### config.mk
export PLATFORM = sky130hd
export DESIGN_NAME = uart_tx
export DESIGN_NICKNAME = d
export VERILOG_FILES = /design/src/rtl/uart_pkg.sv /design/src/rtl/uart_parity_calc.sv /design/src/rtl/uart_tx.sv
export SDC_FILE = /design/constraint.sdc
export NUM_CORES = 1
export LEC_CHECK = 0
export BUFFER_PORTS_ARGS = -buffer_cell sky130_fd_sc_hd__buf_4
export CORE_ASPECT_RATIO = 0.75
export CORE_MARGIN = 3
export CORE_UTILIZATION = 45
export DETAILED_ROUTE_END_ITERATION = 8
export GPL_TIMING_DRIVEN = 0
export PLACE_DENSITY = 0.64
export SYNTH_ARGS = -nofsm -noshare
export SYNTH_HDL_FRONTEND = slang
export SYNTH_SLANG_ARGS = --single-unit
### constraint.sdc
create_clock -name clock -period 1.9 [get_ports clock]
set_clock_uncertainty 0.05 [all_clocks]
set_input_delay 0.095 -clock clock [delete_from_list [all_inputs] [get_ports clock]]
set_output_delay 0.095 -clock clock [all_outputs]
set_load 0.05 [all_outputs]
### src/rtl/uart_pkg.sv
// Shared UART definitions: FSM state encoding, parity-type constants and
// small elaboration-time helpers used by the Tx serializer and Rx checker.
package uart_pkg;

  // Frame-level FSM states, 3-bit encoding shared by Tx and Rx.
  typedef enum logic [2:0] {
    ST_IDLE   = 3'd0,
    ST_START  = 3'd1,
    ST_DATA   = 3'd2,
    ST_PARITY = 3'd3,
    ST_STOP   = 3'd4
  } uart_state_e;

  // Parity selection as carried on par_typ.
  localparam logic PAR_EVEN = 1'b0;
  localparam logic PAR_ODD  = 1'b1;

  // Width of a counter that indexes DATA_WIDTH bits; never below one bit.
  function automatic int unsigned cnt_width(input int unsigned width);
    if (width <= 32'd1) begin
      cnt_width = 32'd1;
    end else begin
      cnt_width = $clog2(width);
    end
  endfunction

endpackage

### src/rtl/uart_parity_calc.sv
// Combinational parity generator for a UART word. Even parity yields a bit
// that makes the total count of ones (data plus parity) even; odd inverts it.
module uart_parity_calc
  import uart_pkg::*;
#(
  parameter int DATA_WIDTH = 8
) (
  input  logic [DATA_WIDTH-1:0] data,
  input  logic                  par_typ,
  output logic                  parity
);

  // Reduction XOR of the word, inverted when odd parity is selected.
  function automatic logic calc_parity(input logic [DATA_WIDTH-1:0] word,
                                       input logic                  typ);
    calc_parity = (^word) ^ (typ == PAR_ODD);
  endfunction

  assign parity = calc_parity(data, par_typ);

endmodule

### src/rtl/uart_tx.sv
// UART transmit serializer: one bit per clock, start / LSB-first data /
// optional parity / stop. tx_out and busy are registered, so every output
// value is computed for the state being entered on the next edge.
module uart_tx
  import uart_pkg::*;
#(
  parameter int DATA_WIDTH = 8
) (
  input  logic                  clock,
  input  logic                  reset,
  input  logic [DATA_WIDTH-1:0] p_data,
  input  logic                  data_valid,
  input  logic                  par_en,
  input  logic                  par_typ,
  output logic                  tx_out,
  output logic                  busy
);

  localparam int unsigned       CNT_W    = cnt_width(DATA_WIDTH);
  localparam logic [CNT_W-1:0]  CNT_LAST = CNT_W'(DATA_WIDTH - 1);
  localparam logic [CNT_W-1:0]  CNT_ONE  = CNT_W'(1);
  localparam logic [CNT_W-1:0]  CNT_ZERO = CNT_W'(0);

  uart_state_e            state_q, state_d;
  logic [CNT_W-1:0]       cnt_q, cnt_d;
  logic [DATA_WIDTH-1:0]  shift_q, shift_d;
  logic [DATA_WIDTH-1:0]  data_q, data_d;
  logic                   pen_q, pen_d;
  logic                   ptyp_q, ptyp_d;
  logic                   tx_q, tx_d;
  logic                   busy_q, busy_d;
  logic                   parity_s;

  // Parity is always taken from the latched copy of the word, never p_data.
  uart_parity_calc #(
    .DATA_WIDTH(DATA_WIDTH)
  ) u_parity (
    .data    (data_q),
    .par_typ (ptyp_q),
    .parity  (parity_s)
  );

  // Next-state, next-output and datapath update for the frame FSM.
  always_comb begin
    state_d = state_q;
    cnt_d   = cnt_q;
    shift_d = shift_q;
    data_d  = data_q;
    pen_d   = pen_q;
    ptyp_d  = ptyp_q;
    tx_d    = tx_q;
    busy_d  = busy_q;
    case (state_q)
      ST_IDLE: begin
        if (data_valid) begin
          state_d = ST_START;
          shift_d = p_data;
          data_d  = p_data;
          pen_d   = par_en;
          ptyp_d  = par_typ;
          tx_d    = 1'b0;
          busy_d  = 1'b1;
        end else begin
          state_d = ST_IDLE;
          tx_d    = 1'b1;
          busy_d  = 1'b0;
        end
      end
      ST_START: begin
        state_d = ST_DATA;
        cnt_d   = CNT_ZERO;
        tx_d    = shift_q[0];
        shift_d = shift_q >> 1'b1;
        busy_d  = 1'b1;
      end
      ST_DATA: begin
        busy_d = 1'b1;
        if (cnt_q == CNT_LAST) begin
          if (pen_q) begin
            state_d = ST_PARITY;
            tx_d    = parity_s;
          end else begin
            state_d = ST_STOP;
            tx_d    = 1'b1;
          end
        end else begin
          cnt_d   = cnt_q + CNT_ONE;
          tx_d    = shift_q[0];
          shift_d = shift_q >> 1'b1;
        end
      end
      ST_PARITY: begin
        state_d = ST_STOP;
        tx_d    = 1'b1;
        busy_d  = 1'b1;
      end
      ST_STOP: begin
        state_d = ST_IDLE;
        tx_d    = 1'b1;
        busy_d  = 1'b0;
      end
      default: begin
        state_d = ST_IDLE;
        tx_d    = 1'b1;
        busy_d  = 1'b0;
      end
    endcase
  end

  // State, datapath and output registers; reset aborts any frame at once.
  always_ff @(posedge clock or negedge reset) begin
    if (!reset) begin
      state_q <= ST_IDLE;
      cnt_q   <= CNT_ZERO;
      shift_q <= {DATA_WIDTH{1'b0}};
      data_q  <= {DATA_WIDTH{1'b0}};
      pen_q   <= 1'b0;
      ptyp_q  <= 1'b0;
      tx_q    <= 1'b1;
      busy_q  <= 1'b0;
    end else begin
      state_q <= state_d;
      cnt_q   <= cnt_d;
      shift_q <= shift_d;
      data_q  <= data_d;
      pen_q   <= pen_d;
      ptyp_q  <= ptyp_d;
      tx_q    <= tx_d;
      busy_q  <= busy_d;
    end
  end

  assign tx_out = tx_q;
  assign busy   = busy_q;

endmodule

* Yosys cells after proc, flatten, opt, wreduce, memory -nomap -nowiden *
Cells that the tools add are included.

storage, ports and cells
  bits in registers = 26
  input bits = 13
  output and inout port bits = 2
  logic and storage cells = 40

cells by class
  $add $sub $neg = 1
  equality and inequality tests = 7
  muxes and demuxes = 15
  bitwise operators = 1
  reduce and logical (&&, ||, !) cells = 8

operators by type and width
  kind                   number
  $pmux W8 S3            1
  $mux W8                2
  $pmux W3 S4            1
  $mux W3                3
  $reduce_xor A8 Y1      1
  $eq A3 B2 Y1 const B   2
  $ne A2 B2 Y1 const B   3
  $pmux W3 S2            1
  $mux W1                5
  $reduce_and A2 Y1      2
  $add A3 B1 Y3 const B  1
  $eq A3 B1 Y1 const B   1
  $eq A3 B3 Y1 const B   1
  $logic_not A3 Y1       1
  $pmux W1 S3            1
  $reduce_and A3 Y1      1
  $reduce_bool A3 Y1     1
  $reduce_or A3 Y1       1
  $pmux W1 S2            1
  $reduce_bool A2 Y1     1
  $xor A1 B1 Y1          1

* Logic depth before layout (Yosys ltp) *
Gate-level depths: netlist of run 1.

  depth after elaboration = 5
  depth in mapped cells = 7
  depth with buffers taken out = 6

* Modules after synthesis *
From an unflattened synthesis of run 1, not the netlist that was laid out.

unflattened totals
  cell total of the unflattened synthesis = 110
  area total of the unflattened synthesis = 1317.5 sq um

modules (own cells, without submodules)
  module            times used  cells an instance  area each (sq um)  sequential area each (sq um)
  uart_tx           1           103                1234.9             651.9
  uart_parity_calc  1           7                  82.6               0.0

* Worst setup path before layout of run 1 *
No wires, ideal clock.

  path kind = reg2reg
  start = register cnt_q[0]
  end = register shift_q[5]
  library setup time = 0.073 ns
  arrival time = 1.697 ns
  data required time = 1.777 ns
  path slack = 0.080 ns
  stages on the path, launching flop included = 8
  buffers on the path = 1
  period minus slack after synthesis = 1.820 ns
  path through = dfrtp_1 > ha_1 > ha_1 > or3b_4 > a21oi_4 > buf_6 > nor2_1 > a21oi_2

between the ends
  word-level cells in the longest chain between the ends = 3

ends and longest elaborated chain
  element                      RTL line        source
  from (decl)                  uart_tx.sv:25   logic [CNT_W-1:0] cnt_q, cnt_d;
  from (signal assigned)       uart_tx.sv:123  cnt_q <= cnt_d;
  $eq A3 B3 Y1                 uart_tx.sv:78   if (cnt_q == CNT_LAST) begin
  $ne A2 B2 Y1 (no line)       --
  $reduce_and A3 Y1 (no line)  --
  to (signal assigned)         uart_tx.sv:115  shift_q <= {DATA_WIDTH{1'b0}};
  to (signal assigned)         uart_tx.sv:124  shift_q <= shift_d;
  to (decl)                    uart_tx.sv:26   logic [DATA_WIDTH-1:0] shift_q, shift_d;

No other way between the ends.
A chain may end at the register's enable or synchronous reset.

* Worst setup path after layout of run 1 *
  start = register cnt_q[0]
  end = register shift_q[2]

Same word-level chain as after synthesis.

==> summary.txt, run 1 <==
Arr. time, crit path -> 1.93 ns
Cell with the biggest individual delay on the critical path -> sky130_fd_sc_hd__dfrtp_1
Skew-Pair Late Insertion Delay -> 0.27 ns
Number of input and output port buffers inserted -> 14
Post-route standard cell area excluding fillers -> 1600 um^2
Hold violation count in the final report -> 0
Number of warnings printed during yosys synthesis -> 0
Final weighted congestion in routability-driven placement -> 0.754
Internal Pwr Total -> 0.00181 W
Sum of internal, switching and leakage power -> 0.00289 W
Die W -> 68.2 um
Highest cell delay on the worst timing path -> 0.41 ns
Antenna violations before repair -> 0
Vias in the first global route -> 848
Cell accounting for the most synthesized area -> sky130_fd_sc_hd__dfrtp_1
Core Box Area -> 2680 um^2
Outcome -> finished clean
Top cell type's share of synthesized area -> 47.8%
Sequential share of the synthesized area -> 49.9%
Met3 routing resource usage after global routing -> 5.15%
Mean Syn Cell Area -> 11.6 um^2
Max-slew headroom -> 65.9%
Relative contribution of combinational cells to total power -> 53.4%
Critical Path Source Type -> register
Biggest area contributors in the synthesized netlist -> sky130_fd_sc_hd__dfrtp_1, sky130_fd_sc_hd__mux2_2, sky130_fd_sc_hd__mux2i_1, sky130_fd_sc_hd__a21oi_1, sky130_fd_sc_hd__nor2_1
Cell with the most instances after synthesis -> sky130_fd_sc_hd__dfrtp_1
Fraction of registers with async set/reset -> 100%
CP top delay family -> simple AND/OR/NAND/NOR gates
Worst-case hold slack -> 0.00562 ns
CTS tree -> built
Reg clk slew, reported paths -> 0.09 ns
Post-synth EDFFs -> 0
Unrepaired setup endpoints after global routing -> no
Worst-case vdd ir drop -> 1.04 mV
Mapped Cells -> 113
Total Wirelength -> 2340 um
Period Utilization, post-route -> 93.5%
Cells along the critical path -> ha_2 -> ha_4 -> or3b_4 -> a21oi_4 -> buf_4 -> nor2_1 -> a21oi_1
GR Util met2 -> 23.2%
GRT Total Usage -> 15.8%
Routed wire per std cell -> 13.3 um
CTS buffer count -> 3
Cell area after placement -> 1460 um^2
Portion of total power attributed to sequential cells -> 34.2%
Global routing's busiest layer -> met2
Total number of H-tree levels -> 1
Worst path bufs/invs -> 1
Power per cell area -> 1800 nW/um^2
Min-delay worst type -> input port to register
Synth Cell Area -> 1310 um^2
Final setup violating endpoints -> 0
Layout cell share with drive strength beyond 1 -> 30.9%
Worst slew pin tran -> 0.512 ns
Count of nets after finishing -> 155
Switching Share -> 37.4%
Standby leakage power -> 0.703 nW
Number of antenna cells inserted -> 0
Global routing usage on met1 -> 22.4%
Number of slew-limit violations in the final report -> 0
Bufs on Longest Clock Path -> 2
Data required time at the worst endpoint -> 2.05 ns
DP Worst Slack -> -0.0433 ns
Count of unique library cells instantiated by Yosys -> 32
Clk pwr share -> 12.4%
Crit-path max FO -> 7
Switching component of the power -> 0.00108 W
Maximum number of pins on one net before global-route repair -> 27
Yosys reg bits -> 26
Std-Cell Rows -> 16
Initial core utilization -> 48.7%
Initial DRT Pass Iterations -> 4
Least setup slack across all paths after layout -> 0.124 ns
Count of unresolved DRC violations after routing -> 0
Type of element capturing the critical path -> register
Antenna Violating Nets Remaining -> 0
Summed negative setup slack over all endpoints -> 0 ns
Clock tree root driver cell -> sky130_fd_sc_hd__clkbuf_8
Final global-route overflow total -> 0
Half-perimeter wire length after placement -> 1630 um
Die ar. -> 3590 um^2
Max-cap violations -> 0
Wire length of the first global-routing pass -> 4060 um
Fill cell instance count of the final layout -> 229
DRC marker count from the first detailed-route iteration -> 40
Class of the most critical setup path -> register to register
Top-level port count -> 15
Post-synth top flop -> sky130_fd_sc_hd__dfrtp_1
Die outline height -> 52.7 um
Post-layout min period -> 1.78 ns
Area Growth Syn to Fin -> 22.4%
Sinks on the clock net -> 26
DR vias -> 872
Drt via density -> 4.98
Achievable clock frequency -> 563 MHz
Number of nets in the synthesized netlist -> 128
Most frequent cells after synthesis -> sky130_fd_sc_hd__dfrtp_1, sky130_fd_sc_hd__nor2_1, sky130_fd_sc_hd__a21oi_1, sky130_fd_sc_hd__mux2_2, sky130_fd_sc_hd__mux2i_1
==> through the flow <==
step                      util, %  cells
after floorplan                 -    113
after global placement       54.3    163
after detailed placement     54.3    163
after CTS                    58.2    172
after global routing         59.7    175
final                        59.7    175
==> flip-flops by register name, summed over array words and instances (netlist names) <==
register  flops
data_q        8
shift_q       8
cnt_q         3
state_q       3
busy          1
pen_q         1
ptyp_q        1
tx_out        1
==> power groups by stage <==
stage / Combinational, W / Clock [W] / Sequential, W
floorplan: 0.00114 / 0 / 0.00104
global placement: 0.00145 / 0 / 0.000986
detailed placement: 0.00148 / 0 / 0.00100
CTS: 0.00154 / 0.000366 / 0.000987
global route: 0.00171 / 0.000402 / 0.00102
finish: 0.00154 / 0.000358 / 0.000987
==> per-layer routing <==
| metal | vias up | wire length (um) | part of all wire, % |
|---|---|---|---|
| li1 | 448 | - | - |
| met1 | 405 | 1200 | 51 |
| met2 | 15 | 1010 | 43 |
| met3 | 4 | 104 | 4.5 |
| met4 | 0 | 25 | 1.1 |
| met5 | - | 0 | 0 |
==> layout make-up <==
cell class	count	area (um^2)	share of cell area [%]
multi-input cells	77	607	37.9
inverters	4	15.0	0.938
clock buffers	4	55.1	3.44
plain buffers	6	48.8	3.05
flip-flops and latches	26	652	40.7
repair buffers	22	178	11.1
well taps	36	45.0	2.81
==> logic make-up after synthesis <==
family | share of synthesized area (%)
flops | 49.9
fa+ha+maj | 1.91
compound gates | 12.2
simple gates | 12.3
mux | 13.0
buf+inv | 4.88
xor+xnor | 5.74
==> final timing paths <==
path / slack [ns] / startpoint / end / cells after the start
worst max register to register: 0.12 / cnt_q[0] / shift_q[2] / 7
worst max-delay path: 0.12 / cnt_q[0] / shift_q[2] / 7
max in group asynchronous: 1.29 / reset / tx_out / 2
min in group asynchronous: 0.21 / reset / shift_q[6] / 2
worst min-delay path: 0.006 / p_data[2] / data_q[2] / 2
worst min register to register: 0.48 / shift_q[6] / shift_q[6] / 2
==> layout by cell type, fill, tap and decap left out, drive strengths merged, types with 2 or more instances in the layout <==
master,instances
mux2i,8
nand2,5
nor3,5
xnor2,4
o21bai,2
ha,2
inv,4
clkbuf,6
mux2,8
nor4b,2
nor2,11
o21ai,6
a21oi,11
xor2,2
buf,21
a22oi,2
dfrtp,25
dlygate4sd3,5
==> timing repair <==
item                                    CTS  global route
endpoints found under the setup margin    8             9
gates resized for setup                   1             2
buffers inserted                          2             1
pin swaps                                 1             1
hold buffers                              3             2
endpoints found under the hold margin    28             2
Note: power is estimated with default switching activity, not from simulation.
==> run 2, diff against run 1 <==
PLACE_DENSITY = unset   (was 0.64)
PLACE_DENSITY_LB_ADDON = 0.05   (was unset)
==> run 2 against run 1 <==
Routed wire length is 4.8% higher. Global-route usage is 0.85 points higher. Combinational power is 4% higher. Total power is 5.9% higher. Highest routed layer unchanged.
==> summary.txt, run 2 (same netlist as run 1, synthesis figures left out) <==
Final weighted congestion in routability-driven placement -> 0.755 (+0.16%)
Die W -> 68.2 um (unchanged)
Total Wirelength -> 2450 um (+4.8%)
Hold violation count in the final report -> 0 (unchanged)
Most common library cell in the layout ignoring fill and taps -> sky130_fd_sc_hd__dfrtp_1
Clk pwr share -> 15.0% (+2.6 points)
Area Growth Syn to Fin -> 25.8%
Cells along the critical path -> ha_2 -> ha_4 -> or3b_4 -> a21oi_4 -> buf_4 -> nor2_1 -> a21oi_1
Antenna Violating Nets Remaining -> 0 (unchanged)
Final setup violating endpoints -> 0 (unchanged)
Number of input and output port buffers inserted -> 14 (unchanged)
Core Box Area -> 2680 um^2 (unchanged)
DRC marker count from the first detailed-route iteration -> 27 (-33%)
Initial core utilization -> 48.7% (unchanged)
Data required time at the worst endpoint -> 2.05 ns (about the same)
Post-layout min period -> 1.80 ns (+0.0240 ns)
DP Worst Slack -> -0.0529 ns (-0.00953 ns)
Initial DRT Pass Iterations -> 4 (unchanged)
Highest cell delay on the worst timing path -> 0.41 ns (about the same)
Clock tree root driver cell -> sky130_fd_sc_hd__clkbuf_8
Die ar. -> 3590 um^2 (unchanged)
Switching component of the power -> 0.00112 W (+4.0%)
Total number of H-tree levels -> 1 (unchanged)
Largest regs -> data_q (8), shift_q (8)
Std-Cell Rows -> 16 (unchanged)
Switching Share -> 36.7% (-0.67 points)
Layout cell share with drive strength beyond 1 -> 33.1% (+2.2 points)
Wire length of the first global-routing pass -> 4240 um (+4.6%)
Min-delay worst type -> input port to register
GRT Total Usage -> 16.7% (+0.85 points)
Arr. time, crit path -> 1.95 ns (+0.02 ns)
DR vias -> 935 (+7.2%)
Critical Path Source Type -> register
Skew-Pair Late Insertion Delay -> 0.28 ns (about the same)
Type of element capturing the critical path -> register
Final cell count without fillers -> 178 (+1.7%)
Drt via density -> 5.25 (+5.4%)
Routed length on met1 -> 1230 um (+2.8%)
Period Utilization, post-route -> 94.7% (+1.3 points)
Crit-path max FO -> 7 (unchanged)
Sum of met2 wire segment lengths after detailed routing -> 1070 um (+5.8%)
Top-level port count -> 15 (unchanged)
Worst-case vdd ir drop -> 0.891 mV (-15%)
Half-perimeter wire length after placement -> 1670 um (+2.3%)
Final global-route overflow total -> 0 (unchanged)
Power per cell area -> 1860 nW/um^2 (+3.0%)
Highest metal used -> met4
Die outline height -> 52.7 um (unchanged)
Achievable clock frequency -> 556 MHz (-1.3%)
Standby leakage power -> 0.727 nW (+3.4%)
Bufs on Longest Clock Path -> 2 (unchanged)
CTS buffer count -> 3 (unchanged)
Reg clk slew, reported paths -> 0.09 ns (about the same)
Cell with the biggest individual delay on the critical path -> sky130_fd_sc_hd__dfrtp_1
Maximum number of pins on one net before global-route repair -> 27 (unchanged)
Routed wire per std cell -> 13.8 um (+3.1%)
Count of nets after finishing -> 158 (+1.9%)
Class of the most critical setup path -> register to register
Number of slew-limit violations in the final report -> 0 (unchanged)
Routed length on met3 -> 107 um (+2.9%)
Fill cell instance count of the final layout -> 218 (-4.8%)
Worst slew pin tran -> 0.500 ns (-0.0114 ns)
Number of antenna cells inserted -> 0 (unchanged)
Sum of internal, switching and leakage power -> 0.00306 W (+5.9%)
Relative contribution of combinational cells to total power -> 52.5% (-0.9 points)
Sinks on the clock net -> 26 (unchanged)
Max-cap violations -> 0 (unchanged)
Least setup slack across all paths after layout -> 0.100 ns (-0.0240 ns)
Antenna violations before repair -> 0 (unchanged)
Worst-case hold slack -> 0.00426 ns (-0.00137 ns)
Vias in the first global route -> 912 (+7.5%)
Portion of total power attributed to sequential cells -> 32.5% (-1.7 points)
Internal Pwr Total -> 0.00194 W (+7.0%)
Outcome -> finished clean
Max-slew headroom -> 66.7% (+0.76 points)
Count of unresolved DRC violations after routing -> 0 (unchanged)
CTS tree -> built
Number of instances in the placed design -> 163 (unchanged)
Commonest cells after routing, fill and taps aside -> sky130_fd_sc_hd__dfrtp_1, sky130_fd_sc_hd__buf_4, sky130_fd_sc_hd__nor2_1
Unrepaired setup endpoints after global routing -> yes
## run 2: cell count changes in the layout (fill, tap and decap cells not counted)
cell                        before  now
sky130_fd_sc_hd__bufinv_16       0    1
sky130_fd_sc_hd__buf_6           3    4
sky130_fd_sc_hd__buf_4          18   20
sky130_fd_sc_hd__nor2_1         10    9
sky130_fd_sc_hd__nor2_2          1    2
sky130_fd_sc_hd__clkbuf_8        4    3
## run 2: critical path, delay by kind of cell (launching register included)
| kind | cells | cell delay (ns) |
|---|---|---|
| buffers and inverters | 1 | 0.15 |
| and+or+nand+nor | 2 | 0.41 |
| AOI/OAI and AO/OA | 2 | 0.34 |
| DFF | 1 | 0.41 |
| adders and majority gates | 2 | 0.37 |
## run 2: worst paths after layout
path	startpoint	to	slack, ns	depth (start not counted)
worst max-delay path	cnt_q[1]	shift_q[3]	0.10	7
worst max register to register	cnt_q[1]	shift_q[3]	0.10	7
min in group asynchronous	reset	busy	0.20	2
worst min-delay path	p_data[5]	data_q[5]	0.004	2
worst min register to register	shift_q[3]	shift_q[3]	0.48	2
max in group asynchronous	reset	tx_out	1.30	2
## run 2: layer usage
metal  track usage [%]  vias up
met5                 0        -
met4              6.93        0
met3              5.15        5
met2              24.2       18
met1              22.9      455
li1                  -      457
## run 2: per-stage QoR
step / TNS [ns] / util (%) / instance area, um^2
after floorplan: 0 / - / 1310
after global placement: -0.173 / 54.3 / 1460
after detailed placement: -0.276 / 54.3 / 1460
after CTS: 0 / 59.8 / 1610
after global routing: -0.0000360 / 61.3 / 1650
final: 0 / 61.3 / 1650
## run 2: final cells by class
type	instances	area [um^2]	share of cell area, %
buffer	6	48.8	2.97
clock buffer	3	41.3	2.51
clock inverter	1	30.0	1.83
inverter	4	15.0	0.913
multi-input combinational	77	609	37.0
sequential	26	652	39.6
tap	36	45.0	2.74
timing repair buffer	25	204	12.4
## run 2: power groups by stage
| stage | Sequential (W) | Clock [W] | Combinational, W |
|---|---|---|---|
| floorplan | 0.00104 | 0 | 0.00114 |
| global placement | 0.000989 | 0 | 0.00145 |
| detailed placement | 0.00100 | 0 | 0.00148 |
| CTS | 0.000989 | 0.000470 | 0.00159 |
| global route | 0.00103 | 0.000503 | 0.00176 |
| finish | 0.000994 | 0.000460 | 0.00160 |
## run 2: what timing repair did
item                       CTS  global route
hold buffers                 4             1
setup buffers                3             2
hold endpoints to repair    29             1
cloned                       1             0
gates resized for setup      3             3
pin swaps                    1             2
setup endpoints to repair    8             8
==> run 3, diff against run 2 <==
clock period = 1.8 ns   (was 1.9 ns; I/O delays follow)
==> run 3 against run 2 <==
Combinational power rose by 9%. Die area stayed put. Setup slack worse by 0.064 ns. Hold slack better by 0.0082 ns. Critical endpoint unchanged. Sequential cell count stayed put.
==> summary.txt, run 3 (same netlist as run 1, synthesis figures left out) <==
Antenna Violating Nets Remaining -> 0 (unchanged)
Commonest cells after routing, fill and taps aside -> sky130_fd_sc_hd__dfrtp_1, sky130_fd_sc_hd__buf_4, sky130_fd_sc_hd__mux2_2, sky130_fd_sc_hd__mux2i_1, sky130_fd_sc_hd__a21oi_1
Internal Pwr Total -> 0.00197 W (+2.0%)
Antenna violations before repair -> 0 (unchanged)
Total number of H-tree levels -> 1 (unchanged)
Bufs on Longest Clock Path -> 2 (unchanged)
Post-layout min period -> 1.76 ns (-0.0362 ns)
Min-delay worst type -> input port to register
Power per cell area -> 1910 nW/um^2 (+3.0%)
Arr. time, crit path -> 1.87 ns (-0.08 ns)
Class of the most critical setup path -> register to register
Drt via density -> 5.14 (-2.2%)
Worst-case vdd ir drop -> 1.05 mV (+18%)
Top-level port count -> 15 (unchanged)
Vias in the first global route -> 886 (-2.9%)
Layout cell share with drive strength beyond 1 -> 35.7% (+2.6 points)
Post-route standard cell area excluding fillers -> 1660 um^2 (+0.84%)
Switching component of the power -> 0.00120 W (+7.1%)
Switching Share -> 37.8% (+1.1 points)
Max-slew headroom -> 66.3% (-0.40 points)
Type of element capturing the critical path -> register
Cells along the critical path -> ha_2 -> ha_4 -> or3b_4 -> a21oi_4 -> buf_4 -> a21oi_1
Count of nets after finishing -> 159 (+0.63%)
CP top delay family -> flip-flops
Area Growth Syn to Fin -> 26.9%
Die ar. -> 3590 um^2 (unchanged)
Core Box Area -> 2680 um^2 (unchanged)
Standby leakage power -> 0.728 nW (+0.17%)
Portion of total power attributed to sequential cells -> 33.0% (+0.5 points)
Number of antenna cells inserted -> 0 (unchanged)
Data required time at the worst endpoint -> 1.91 ns (-0.14 ns)
Number of input and output port buffers inserted -> 14 (unchanged)
Relative contribution of combinational cells to total power -> 55.3% (+2.8 points)
Final weighted congestion in routability-driven placement -> 0.751 (-0.54%)
Initial DRT Pass Iterations -> 3 (-1)
Half-perimeter wire length after placement -> 1660 um (-0.40%)
Die W -> 68.2 um (unchanged)
Cell area after placement -> 1460 um^2 (+0.17%)
Number of slew-limit violations in the final report -> 0 (unchanged)
Final setup violating endpoints -> 0 (unchanged)
Hold violation count in the final report -> 0 (unchanged)
Worst path bufs/invs -> 1 (unchanged)
Crit-path max FO -> 5 (-2)
Achievable clock frequency -> 567 MHz (+2.1%)
CTS buffer count -> 3 (unchanged)
Unrepaired setup endpoints after global routing -> yes
Max-cap violations -> 0 (unchanged)
DR vias -> 920 (-1.6%)
Sum of internal, switching and leakage power -> 0.00318 W (+3.8%)
Clk pwr share -> 11.8% (-3.2 points)
Highest cell delay on the worst timing path -> 0.39 ns (-0.02 ns)
Initial core utilization -> 48.7% (unchanged)
Reg clk slew, reported paths -> 0.09 ns (about the same)
DRC marker count from the first detailed-route iteration -> 37 (+37%)
Routed wire per std cell -> 13.7 um (-0.48%)
Wire length of the first global-routing pass -> 4150 um (-2.1%)
Outcome -> finished clean
Total Wirelength -> 2450 um (about the same)
Std-Cell Rows -> 16 (unchanged)
Die outline height -> 52.7 um (unchanged)
Most common library cell in the layout ignoring fill and taps -> sky130_fd_sc_hd__dfrtp_1
Fill cell instance count of the final layout -> 228 (+4.6%)
Clock tree root driver cell -> sky130_fd_sc_hd__clkbuf_8
GRT Total Usage -> 16.2% (-0.48 points)
Sinks on the clock net -> 26 (unchanged)
Period Utilization, post-route -> 98.0% (+3.3 points)
Cell with the biggest individual delay on the critical path -> sky130_fd_sc_hd__dfrtp_1
CTS tree -> built
Count of unresolved DRC violations after routing -> 0 (unchanged)
Skew-Pair Late Insertion Delay -> 0.27 ns (about the same)
Worst slew pin tran -> 0.506 ns (+0.00607 ns)
Maximum number of pins on one net before global-route repair -> 27 (unchanged)
Largest regs -> data_q (8), shift_q (8)
Critical Path Source Type -> register
Final global-route overflow total -> 0 (unchanged)
[run 3: changes by cell type in the layout (fill, tap and decap cells not counted), sizes merged]
cell and delta:
bufinv -1, clkbuf +1, dlygate4sd3 +1
[run 3: through the flow]
| stage | TNS, ns | util [%] | instances | worst slack, ns | hold WS [ns] |
|---|---|---|---|---|---|
| 6_report | 0 | 61.8 | 179 | 0.0364 | 0.0124 |
| 5_1_grt | -0.153 | 61.8 | 179 | -0.0351 | 0.00190 |
| 4_1_cts | 0 | 60.6 | 177 | 0.00109 | 0.00508 |
| 3_5_place_dp | -0.589 | 54.4 | 163 | -0.0904 | -0.0295 |
| 3_3_place_gp | -0.401 | 54.4 | 163 | -0.0646 | -0.0373 |
| 2_1_floorplan | 0 | - | 113 | 0.0370 | -0.256 |
[run 3: layout make-up]
class | count | area [um^2] | share of cell area, %
timing repair buffer | 26 | 223 | 13.4
inverter | 4 | 15.0 | 0.905
buffer | 6 | 48.8 | 2.94
tap | 36 | 45.0 | 2.71
multi-input combinational | 77 | 621 | 37.4
sequential | 26 | 652 | 39.3
clock buffer | 4 | 55.1 | 3.32
[run 3: power groups by stage]
stage / registers [W] / logic (W) / clock network, W
floorplan: 0.00110 / 0.00120 / 0
global placement: 0.00104 / 0.00154 / 0
detailed placement: 0.00105 / 0.00157 / 0
CTS: 0.00104 / 0.00173 / 0.000388
global route: 0.00108 / 0.00192 / 0.000423
finish: 0.00105 / 0.00175 / 0.000374
[run 3: layer usage]
metal  part of all wire, %  wire length [um]  vias up  global-route usage [%]
met3                   3.9                95        4                    5.15
met4                  0.57                14        0                    3.96
met1                    52              1270      450                    22.6
met5                     0                 0        -                       0
li1                      -                 -      453                       -
met2                    44              1070       13                    24.2
[run 3: worst paths after layout]
path	startpoint	end	slack (ns)	cells after the start
setup / recovery	cnt_q[1]	shift_q[3]	0.04	6
hold reg to reg	shift_q[3]	shift_q[3]	0.49	2
hold / removal	p_data[2]	data_q[2]	0.01	2
max in group asynchronous	reset	tx_out	1.19	2
setup reg to reg	cnt_q[1]	shift_q[3]	0.04	6
min in group asynchronous	reset	data_q[5]	0.21	2
[run 3: timing repair]
| action | CTS | global route |
|---|---|---|
| hold buffers | 4 | 2 |
| gates cloned | 1 | 0 |
| pin swaps | 2 | 1 |
| endpoints found under the setup margin | 9 | 8 |
| gates resized for setup | 3 | 5 |
| setup buffers | 5 | 0 |
| hold endpoints to repair | 29 | 2 |
